**src/rtl/seg_counter_pkg.sv**
```systemverilog
// Shared types and constants for the BCD counter / seven-segment scan slice.
package seg_counter_pkg;

  typedef logic [3:0] bcd_digit_t;
  typedef logic [6:0] seg_pattern_t;

  localparam seg_pattern_t SEG_BLANK = 7'h00;
  localparam seg_pattern_t SEG_ZERO  = 7'h3F;
  localparam bcd_digit_t   BCD_ZERO  = 4'd0;
  localparam bcd_digit_t   BCD_NINE  = 4'd9;

  // Non-decimal codes are forced to zero so the counter never leaves the BCD range.
  function automatic bcd_digit_t bcd_sanitize(input bcd_digit_t d);
    bcd_digit_t r;
    if (d > BCD_NINE) r = BCD_ZERO;
    else              r = d;
    return r;
  endfunction

endpackage

```
**src/rtl/seg7.sv**
```systemverilog
// Seven-segment decoder, active-high {g,f,e,d,c,b,a}; non-decimal codes are blanked.
module seg7
  import seg_counter_pkg::*;
(
  input  logic [3:0] count,
  output logic [6:0] segments
);

  // Digit-to-pattern lookup.
  always_comb begin
    case (count)
      4'd0:    segments = SEG_ZERO;
      4'd1:    segments = 7'h06;
      4'd2:    segments = 7'h5B;
      4'd3:    segments = 7'h4F;
      4'd4:    segments = 7'h66;
      4'd5:    segments = 7'h6D;
      4'd6:    segments = 7'h7D;
      4'd7:    segments = 7'h07;
      4'd8:    segments = 7'h7F;
      4'd9:    segments = 7'h6F;
      default: segments = SEG_BLANK;
    endcase
  end

endmodule

```
**src/rtl/bcd_scan_counter.sv**
```systemverilog
// Multi-digit BCD up/down counter with tick prescaler and multiplexed 7-segment scan.
// Define SEG_COUNTER_LZB_EN to blank leading zeros on the display.
module bcd_scan_counter
  import seg_counter_pkg::*;
#(
  parameter int DIGITS   = 4,
  parameter int TICK_DIV = 1000,
  parameter int SCAN_DIV = 8
) (
  input  logic                  clk,
  input  logic                  reset_n,
  input  logic                  en,
  input  logic                  up,
  input  logic                  load,
  input  logic [4*DIGITS-1:0]   load_val,
  output logic [4*DIGITS-1:0]   bcd_out,
  output logic                  carry,
  output logic [6:0]            segments,
  output logic [DIGITS-1:0]     digit_sel
);

  localparam int PW = (TICK_DIV > 1) ? $clog2(TICK_DIV) : 1;
  localparam int SW = (SCAN_DIV > 1) ? $clog2(SCAN_DIV) : 1;
  localparam int IW = (DIGITS > 1) ? $clog2(DIGITS) : 1;
  localparam logic [PW-1:0] PRESC_MAX = PW'(TICK_DIV - 1);
  localparam logic [PW-1:0] PRESC_ONE = PW'(1);
  localparam logic [SW-1:0] SCAN_MAX  = SW'(SCAN_DIV - 1);
  localparam logic [SW-1:0] SCAN_ONE  = SW'(1);
  localparam logic [IW-1:0] IDX_MAX   = IW'(DIGITS - 1);
  localparam logic [IW-1:0] IDX_ONE   = IW'(1);
  localparam logic [DIGITS-1:0] SEL_ONE = DIGITS'(1);

  logic [4*DIGITS-1:0] bcd_r;
  logic                carry_r;
  logic [PW-1:0]       presc_r;
  logic [SW-1:0]       scan_r;
  logic [IW-1:0]       idx_r;
  logic [DIGITS-1:0]   sel_r;
  seg_pattern_t        seg_r;

  logic                tick_s;
  logic                wrap_s;
  logic [DIGITS-1:0]   roll_s;
  logic [DIGITS-1:0]   step_s;
  logic [4*DIGITS-1:0] cnt_next_s;
  bcd_digit_t          nxt_dig_s [DIGITS];
  logic [PW-1:0]       presc_next_s;
  logic [SW-1:0]       scan_next_s;
  logic [IW-1:0]       idx_next_s;
  logic [DIGITS-1:0]   sel_next_s;
  bcd_digit_t          scan_dig_s;
  seg_pattern_t        seg_dec_s;
  seg_pattern_t        seg_next_s;

  assign tick_s = en & (presc_r == PRESC_MAX);
  // A full ripple through every digit is the wrap condition.
  assign wrap_s = tick_s & (&roll_s);

  for (genvar g = 0; g < DIGITS; g++) begin : g_digit
    bcd_digit_t cur_s;
    bcd_digit_t cnt_s;

    assign cur_s     = bcd_r[4*g +: 4];
    assign roll_s[g] = up ? (cur_s == BCD_NINE) : (cur_s == BCD_ZERO);
    // Digit g steps when every lower digit rolls over; computed flat to avoid a comb chain.
    assign step_s[g] = tick_s & (&(roll_s | ~((SEL_ONE << g) - SEL_ONE)));

    // Per-digit increment/decrement with roll-over.
    always_comb begin
      cnt_s = cur_s;
      if (!step_s[g])      cnt_s = cur_s;
      else if (roll_s[g])  cnt_s = up ? BCD_ZERO : BCD_NINE;
      else if (up)         cnt_s = cur_s + 4'd1;
      else                 cnt_s = cur_s - 4'd1;
    end

    assign nxt_dig_s[g]         = load ? bcd_sanitize(load_val[4*g +: 4]) : cnt_s;
    assign cnt_next_s[4*g +: 4] = nxt_dig_s[g];
  end

  // Prescaler next state; load restarts the tick interval.
  always_comb begin
    presc_next_s = presc_r;
    if (load)                      presc_next_s = '0;
    else if (!en)                  presc_next_s = presc_r;
    else if (presc_r == PRESC_MAX) presc_next_s = '0;
    else                           presc_next_s = presc_r + PRESC_ONE;
  end

  // Free-running scan timer and digit index.
  always_comb begin
    scan_next_s = scan_r;
    idx_next_s  = idx_r;
    if (scan_r == SCAN_MAX) begin
      scan_next_s = '0;
      if (idx_r == IDX_MAX) idx_next_s = '0;
      else                  idx_next_s = idx_r + IDX_ONE;
    end else begin
      scan_next_s = scan_r + SCAN_ONE;
      idx_next_s  = idx_r;
    end
  end

  // One-hot select and digit mux follow the next index so both outputs move together.
  always_comb begin
    sel_next_s = '0;
    scan_dig_s = BCD_ZERO;
    for (int i = 0; i < DIGITS; i++) begin
      sel_next_s[i] = (idx_next_s == IW'(i));
      scan_dig_s    = (idx_next_s == IW'(i)) ? nxt_dig_s[i] : scan_dig_s;
    end
  end

  seg7 u_seg7 (
    .count    (scan_dig_s),
    .segments (seg_dec_s)
  );

`ifdef SEG_COUNTER_LZB_EN
  logic [DIGITS-1:0] zero_s;
  logic              blank_s;

  for (genvar z = 0; z < DIGITS; z++) begin : g_zero
    assign zero_s[z] = (nxt_dig_s[z] == BCD_ZERO);
  end

  // Blank when the shown digit and all digits above it are zero, never digit 0.
  always_comb begin
    blank_s = 1'b0;
    if (idx_next_s != '0) blank_s = &(zero_s | ((SEL_ONE << idx_next_s) - SEL_ONE));
    else                  blank_s = 1'b0;
    seg_next_s = blank_s ? SEG_BLANK : seg_dec_s;
  end
`else
  assign seg_next_s = seg_dec_s;
`endif

  // All state and registered outputs.
  always_ff @(posedge clk or negedge reset_n) begin
    if (!reset_n) begin
      bcd_r   <= '0;
      carry_r <= 1'b0;
      presc_r <= '0;
      scan_r  <= '0;
      idx_r   <= '0;
      sel_r   <= SEL_ONE;
      seg_r   <= SEG_ZERO;
    end else begin
      bcd_r   <= cnt_next_s;
      carry_r <= ~load & wrap_s;
      presc_r <= presc_next_s;
      scan_r  <= scan_next_s;
      idx_r   <= idx_next_s;
      sel_r   <= sel_next_s;
      seg_r   <= seg_next_s;
    end
  end

  assign bcd_out   = bcd_r;
  assign carry     = carry_r;
  assign segments  = seg_r;
  assign digit_sel = sel_r;

endmodule

```
**config.mk**
```make
export PLATFORM = sky130hd
export DESIGN_NAME = bcd_scan_counter
export DESIGN_NICKNAME = d
export VERILOG_FILES = /design/src/rtl/seg_counter_pkg.sv /design/src/rtl/seg7.sv /design/src/rtl/bcd_scan_counter.sv
export SDC_FILE = /design/constraint.sdc
export NUM_CORES = 1
export LEC_CHECK = 0
export BUFFER_PORTS_ARGS = -buffer_cell sky130_fd_sc_hd__buf_2
export CORE_AREA = 2 2 64 91
export CTS_CLUSTER_SIZE = 12
export DETAILED_ROUTE_END_ITERATION = 7
export DIE_AREA = 0 0 66 93
export PLACE_DENSITY = 0.78
export SETUP_SLACK_MARGIN = 0.5
export SYNTH_ARGS = -nofsm -noshare
export SYNTH_HDL_FRONTEND = slang
export SYNTH_SLANG_ARGS = --single-unit
```
**constraint.sdc**
```tcl
create_clock -name clk -period 4.2 [get_ports clk]
set_input_delay 0.42 -clock clk [delete_from_list [all_inputs] [get_ports clk]]
set_output_delay 0.42 -clock clk [all_outputs]
set_load 0.005 [all_outputs]
```
# After elaboration in Yosys (flattened, before gate mapping)
# Memory sizes are Yosys's and may differ from the RTL's. A register that Yosys moved wholly into a read port is not among the register bits.
# Index checks and enable logic that the tools add are counted.
# totals
register_bits	36
word_cells	84
inputBits	21
romBits	112
n_memories	1
out_inout_bits	28
# memory_table
name	depth	width	read_ports	rd_ports_with_merged_regs	wr	line	source
(name not given)	16	7	1	1	0	seg7.sv:11	case (count)
# classes
mux	35
bitwise	7
n_eq_ne	10
reduce_logical	10
magnitude_cmp	4
addsub	11
# ops
cell	n
$mux W4	25
$mux W10	3
$add A4 B1 Y4 const B	4
$eq A4 B4 Y1 const B	4
$gt A4 B4 Y1 const B	4
$logic_not A4 Y1	4
$sub A4 B1 Y4 const B	4
$add A10 B1 Y10 const B	1
$eq A10 B10 Y1 const B	1
$and A1 B1 Y1	6
$eq A2 B2 Y1 const B	3
$mux W1	4
$mux W2	2
$reduce_and A4 Y1	1
$add A3 B1 Y3 const B	1
$eq A3 B3 Y1 const B	1
$mux W3	1
$reduce_and A3 Y1	1
$add A2 B1 Y2 const B	1
$eq A2 B1 Y1 const B	1
$logic_not A2 Y1	1
$reduce_and A2 Y1	1
$reduce_bool A2 Y1	1
$logic_not A1 Y1	1
$not A1 Y1	1

# Longest topological paths before layout
# depth
ltp_word	9
mapped_depth	14
ltp_nobuf	14

# Cells and area by module
# Synthesis repeated with hierarchy kept, for this count alone.
# hier_totals
hier_cells	321
area_unflattened_um2	2916.5
# by_module_without_submodules
module	area_per_inst_um2	seq_area_each_um2	n_inst	cells_per_inst
bcd_scan_counter	2715.1	1084.8	1	295
seg7	201.4	0.0	1	26

# Worst setup path before layout
# No wires, ideal clock.
# synth_path
path_type	reg-to-reg
from	register bcd_r[0] (netlist: bcd_out[0])
to	register seg_r[3] (netlist: segments[3])
slack_ps	1117
t_required_ps	4125
path_stages_with_launch	12
t_arrival_ps	3008
synth_period_minus_slack_ps	3083
setup_time_ps	75
path_buffers	1
cell_sequence	dfrtp_1 buf_2 nor3_1 o21ai_1 nor4_1 xnor2_1 o21ai_0 o221ai_1 inv_1 ha_1 mux2_4 mux2i_1
# synth_via
elab_cells_between_ends	24
classes_between	2 x add/sub; 1 x eq/ne; 15 x mux; 3 x bitwise; 3 x reduce/logical
# synth_rtl
item	line	source
from (decl)	bcd_scan_counter.sv:33	logic [4*DIGITS-1:0] bcd_r;
from (signal assigned)	bcd_scan_counter.sv:149	bcd_r <= cnt_next_s;
$eq A4 B4 Y1 or $logic_not A4 Y1 (tied branches)	bcd_scan_counter.sv:64	assign roll_s[g] = up ? (cur_s == BCD_NINE) : (cur_s == BCD_ZERO);
$mux W1 *	bcd_scan_counter.sv:64	
$reduce_and A3 Y1 *	bcd_scan_counter.sv:66	assign step_s[g] = tick_s & (&(roll_s | ~((SEL_ONE << g) - SEL_ONE)));
$and A1 B1 Y1 *	bcd_scan_counter.sv:66	
$mux W4 *	bcd_scan_counter.sv:71	if (!step_s[g]) cnt_s = cur_s;
$mux W4 *	bcd_scan_counter.sv:77	assign nxt_dig_s[g] = load ? bcd_sanitize(load_val[4*g +: 4]) : cnt_s;
named net cnt_next_s[12]	bcd_scan_counter.sv:45	logic [4*DIGITS-1:0] cnt_next_s;
$mux W4 *	bcd_scan_counter.sv:110	scan_dig_s = (idx_next_s == IW'(i)) ? nxt_dig_s[i] : scan_dig_s;
to (decl)	bcd_scan_counter.sv:39	seg_pattern_t seg_r;
# The timed path passes the listed nets; every way through them passes the cells marked *.
# A chain may end at the register's enable or synchronous reset.

# Worst setup path after layout
# layout_path
from	register scan_r[0]
to	register seg_r[6] (netlist: segments[6])
# layout_via
elab_chain_cells	7
elab_cells_between_ends	10
classes_between	4 x eq/ne; 5 x mux; 1 x reduce/logical
# layout_rtl
item	line	source
from (decl)	bcd_scan_counter.sv:36	logic [SW-1:0] scan_r;
from (signal assigned)	bcd_scan_counter.sv:152	scan_r <= scan_next_s;
$eq A3 B3 Y1 *	bcd_scan_counter.sv:94	if (scan_r == SCAN_MAX) begin
$mux W2 *	bcd_scan_counter.sv:94	
$logic_not A2 Y1	bcd_scan_counter.sv:110	
$mux W4 (3 in a row)	bcd_scan_counter.sv:110	
$mux W4 *	bcd_scan_counter.sv:110	
# Mark *: on every way between the ends. The rest lies on a longest branch, timed or not.

==> impl_metrics.toml <==
[placed_design]
place.gp.congestion = 0.8632
portBuffers = 48
place_area_sq_um = 3236
dp_hpwl_microns = 5741

[sta]
hold_viol = 0
worst_pin_slew_ns = 0.9566
clock.fmax_ghz = 0.2889
relSlewSlack = 0.3623
rsz0062_at_grt = "false"
hold_ws_ns = 0.2719
tns_ns = 0
setup_viol = 0
layout_min_cycle_time_ns = 3.461
min_period_over_period = 0.8241
skew_ns = 0.007834
drv_slew = 0

[grt]
grt_overflow = 0
met3_usage = 0.04573
use_met2 = 0.4646
antenna_found_initial = 0
grt_max_degree = 44
grt_pass1_vias = 2682
grt_pass1_wl_microns = 12430
gr-max-usage-layer = "met2"
grt_util_met1 = 0.2840
grt.total_usage = 0.2619

[finish]
drive_above_1_share = 0.2125
design_area_sq_um = 3337
layout.nets = 409
diodes = 0
area_growth_pct = 13.39

[power_and_ir_drop]
cellLeakagePower_nw = 1.516
vdd_drop_max_mv = 0.1785
combPwrFrac = 0.235
p_total_w = 0.0009537
power.density_nw_per_um2 = 285.8
p_int_w = 0.0006539
p_clk_frac = 0.272
seq_power_share = 0.493
p_switching_w = 0.0002998
switching_share = 0.3143

[yosys]
yosys_register_bits = 43
avgSynthCellArea_sq_um = 9.225
yosysTopAreaCellShare = 0.3061
yosysMostFrequentCell = "dfrtp_1"
synthArstFlopShare = 1.000
ys_top_cells_by_count = "36 x dfrtp_1, 29 x nor2_1, 21 x inv_1"
synth_nets = 362
yosysTopAreaCell = "dfrtp_1"
synth.area.top_cells = "dfrtp_1 31%, ha_1 7.7%, dfstp_2 6.3%"
synth-edff-count = 0
ys_seq_area_frac = 0.3686
syn-cell-area_sq_um = 2943
yosysWarnings = 0
synth_cells = 319
synthDistinctLibCells = 56
yosys_most_used_dff = "dfrtp_1"

[die]
die_w_microns = 66
start_util = 0.5485
row_count = 32
die_area_sq_um = 6138
core_area_sq_um = 5365
io_pins = 49
die_y_microns = 93

[critical_path]
cp_max_fo = 11
startpoint = "scan_r[0]$_DFF_PN0_"
cp.arrival_ns = 3.69
r2r-start = "scan_r[0]$_DFF_PN0_"
start_kind = "register"
path_class = "register to register"
reg2reg_slack_ns = 0.74
cp_data_required_time_ns = 4.43
rr_worst_depth = 12
crit_path_end_kind = "register"

[flow_run]
timing.max_cap.violations = 0

[drt]
wl_per_cell_microns = 17.61
dr.pass1.iters = 4
antenna_left = 0
viasPerCell = 6.287
drc = 0
dr.first_iter.drc_count = 202
routed_wl_microns = 7660
vias = 2735

[clock_network]
cts_made_buffers = 5
clk_pin_slew_worst_paths_ns = 0.08
clock_path_buffers = 2
cts_tree = "built"
clk_latency_ns = 0.30
htreeDepth = 2
root_buffer = "clkbuf_8"
clock_sinks = 43

[outcome]
status = "finished, final reports clean"

[min_path]
hold_class = "input pin to async pin"
==> flip-flops by register name (all words and copies together) (netlist names) <==
signal     flops
bcd_out       16
scan_r         3
digit_sel      4
segments       7
presc_r       10
idx_r          2
carry          1
==> worst max-delay path, stage by stage, from the launching register on <==
cell      delay, ns
dfrtp_1        0.39
ha_1           0.20
ha_1           0.24
mux2i_2        0.42
inv_1          0.28
a311o_1        0.41
o31ai_1        0.06
a31oi_1        0.09
o221ai_1       0.49
inv_1          0.18
ha_1           0.23
mux2_4         0.26
mux2i_1        0.13
==> final cells by class <==
| class | instances | area, sq um |
|---|---|---|
| fill | 487 | 2028 |
| multi-input combinational | 244 | 1740 |
| sequential | 43 | 1085 |
| timing repair buffer | 51 | 262.8 |
| tap | 68 | 85.08 |
| inverter | 21 | 78.83 |
| clock buffer | 6 | 72.57 |
| clock inverter | 2 | 12.51 |
==> worst paths after layout <==
path                                                to
worst max-delay path             segments[6]$_DFF_PN0_
worst min-delay path            presc_r[0]$_DFFE_PN0P_
worst max register to register   segments[6]$_DFF_PN0_
worst min register to register     scan_r[0]$_DFF_PN0_
max in group asynchronous       digit_sel[2]$_DFF_PN0_
min in group clk                 bcd_out[13]$_DFF_PN0_
==> placed cells by master, fill, tap and decap left out, types with 6 or more instances in the layout <==
cell type  instances
nor3_1            18
inv_1             21
ha_1              18
dfstp_2            7
dfrtp_1           36
nor2_1            29
nand3_1           15
buf_2             48
xor2_1             8
a21oi_1           15
nand2_1           16
o21ai_0           20
and3_1             6
nor4_1             6
xnor2_1            6
mux2i_1           11
==> layer usage <==
| metal | routed length (microns) | part of all wire |
|---|---|---|
| met5 | 0 | 0 |
| met4 | 404 | 0.053 |
| met3 | 352 | 0.046 |
| met2 | 4092 | 0.53 |
| met1 | 2810 | 0.37 |
==> what timing repair did <==
action	in CTS	in global routing
gates resized for setup	0	3
hold buffers	0	0
endpoints found under the setup margin	0	6
buffers inserted	0	0
hold endpoints to repair	0	0
==> power groups by stage <==
stage | clock (W) | combinational, W | sequential, W
after floorplan | 0 | 0.000139 | 0.000472
after global placement | 0 | 0.000213 | 0.000477
after detailed placement | 0 | 0.000220 | 0.000476
after CTS | 0.000264 | 0.000221 | 0.000469
after global routing | 0.000283 | 0.000248 | 0.000473
final | 0.000260 | 0.000224 | 0.000470
==> metrics by stage <==
step                setup WS (ns)    util  std cells
floorplan                   1.117       -        319
global placement           0.5828  0.6031        427
detailed placement         0.4454  0.6031        427
CTS                        0.5767  0.6189        435
global route               0.5263  0.6220        435
finish                     0.7388  0.6220        435
==> cells by family after synthesis <==
logic type / after synthesis / synth area share
xor gates and xnor gates: 14 / 0.04167
muxes: 17 / 0.06760
and+or+nand+nor: 114 / 0.1956
DFF: 43 / 0.3686
AOI/OAI and AO/OA: 77 / 0.1773
adders and majority gates: 22 / 0.1037
buffers and inverters: 32 / 0.04549
Power figures use the tool's default switching activity.
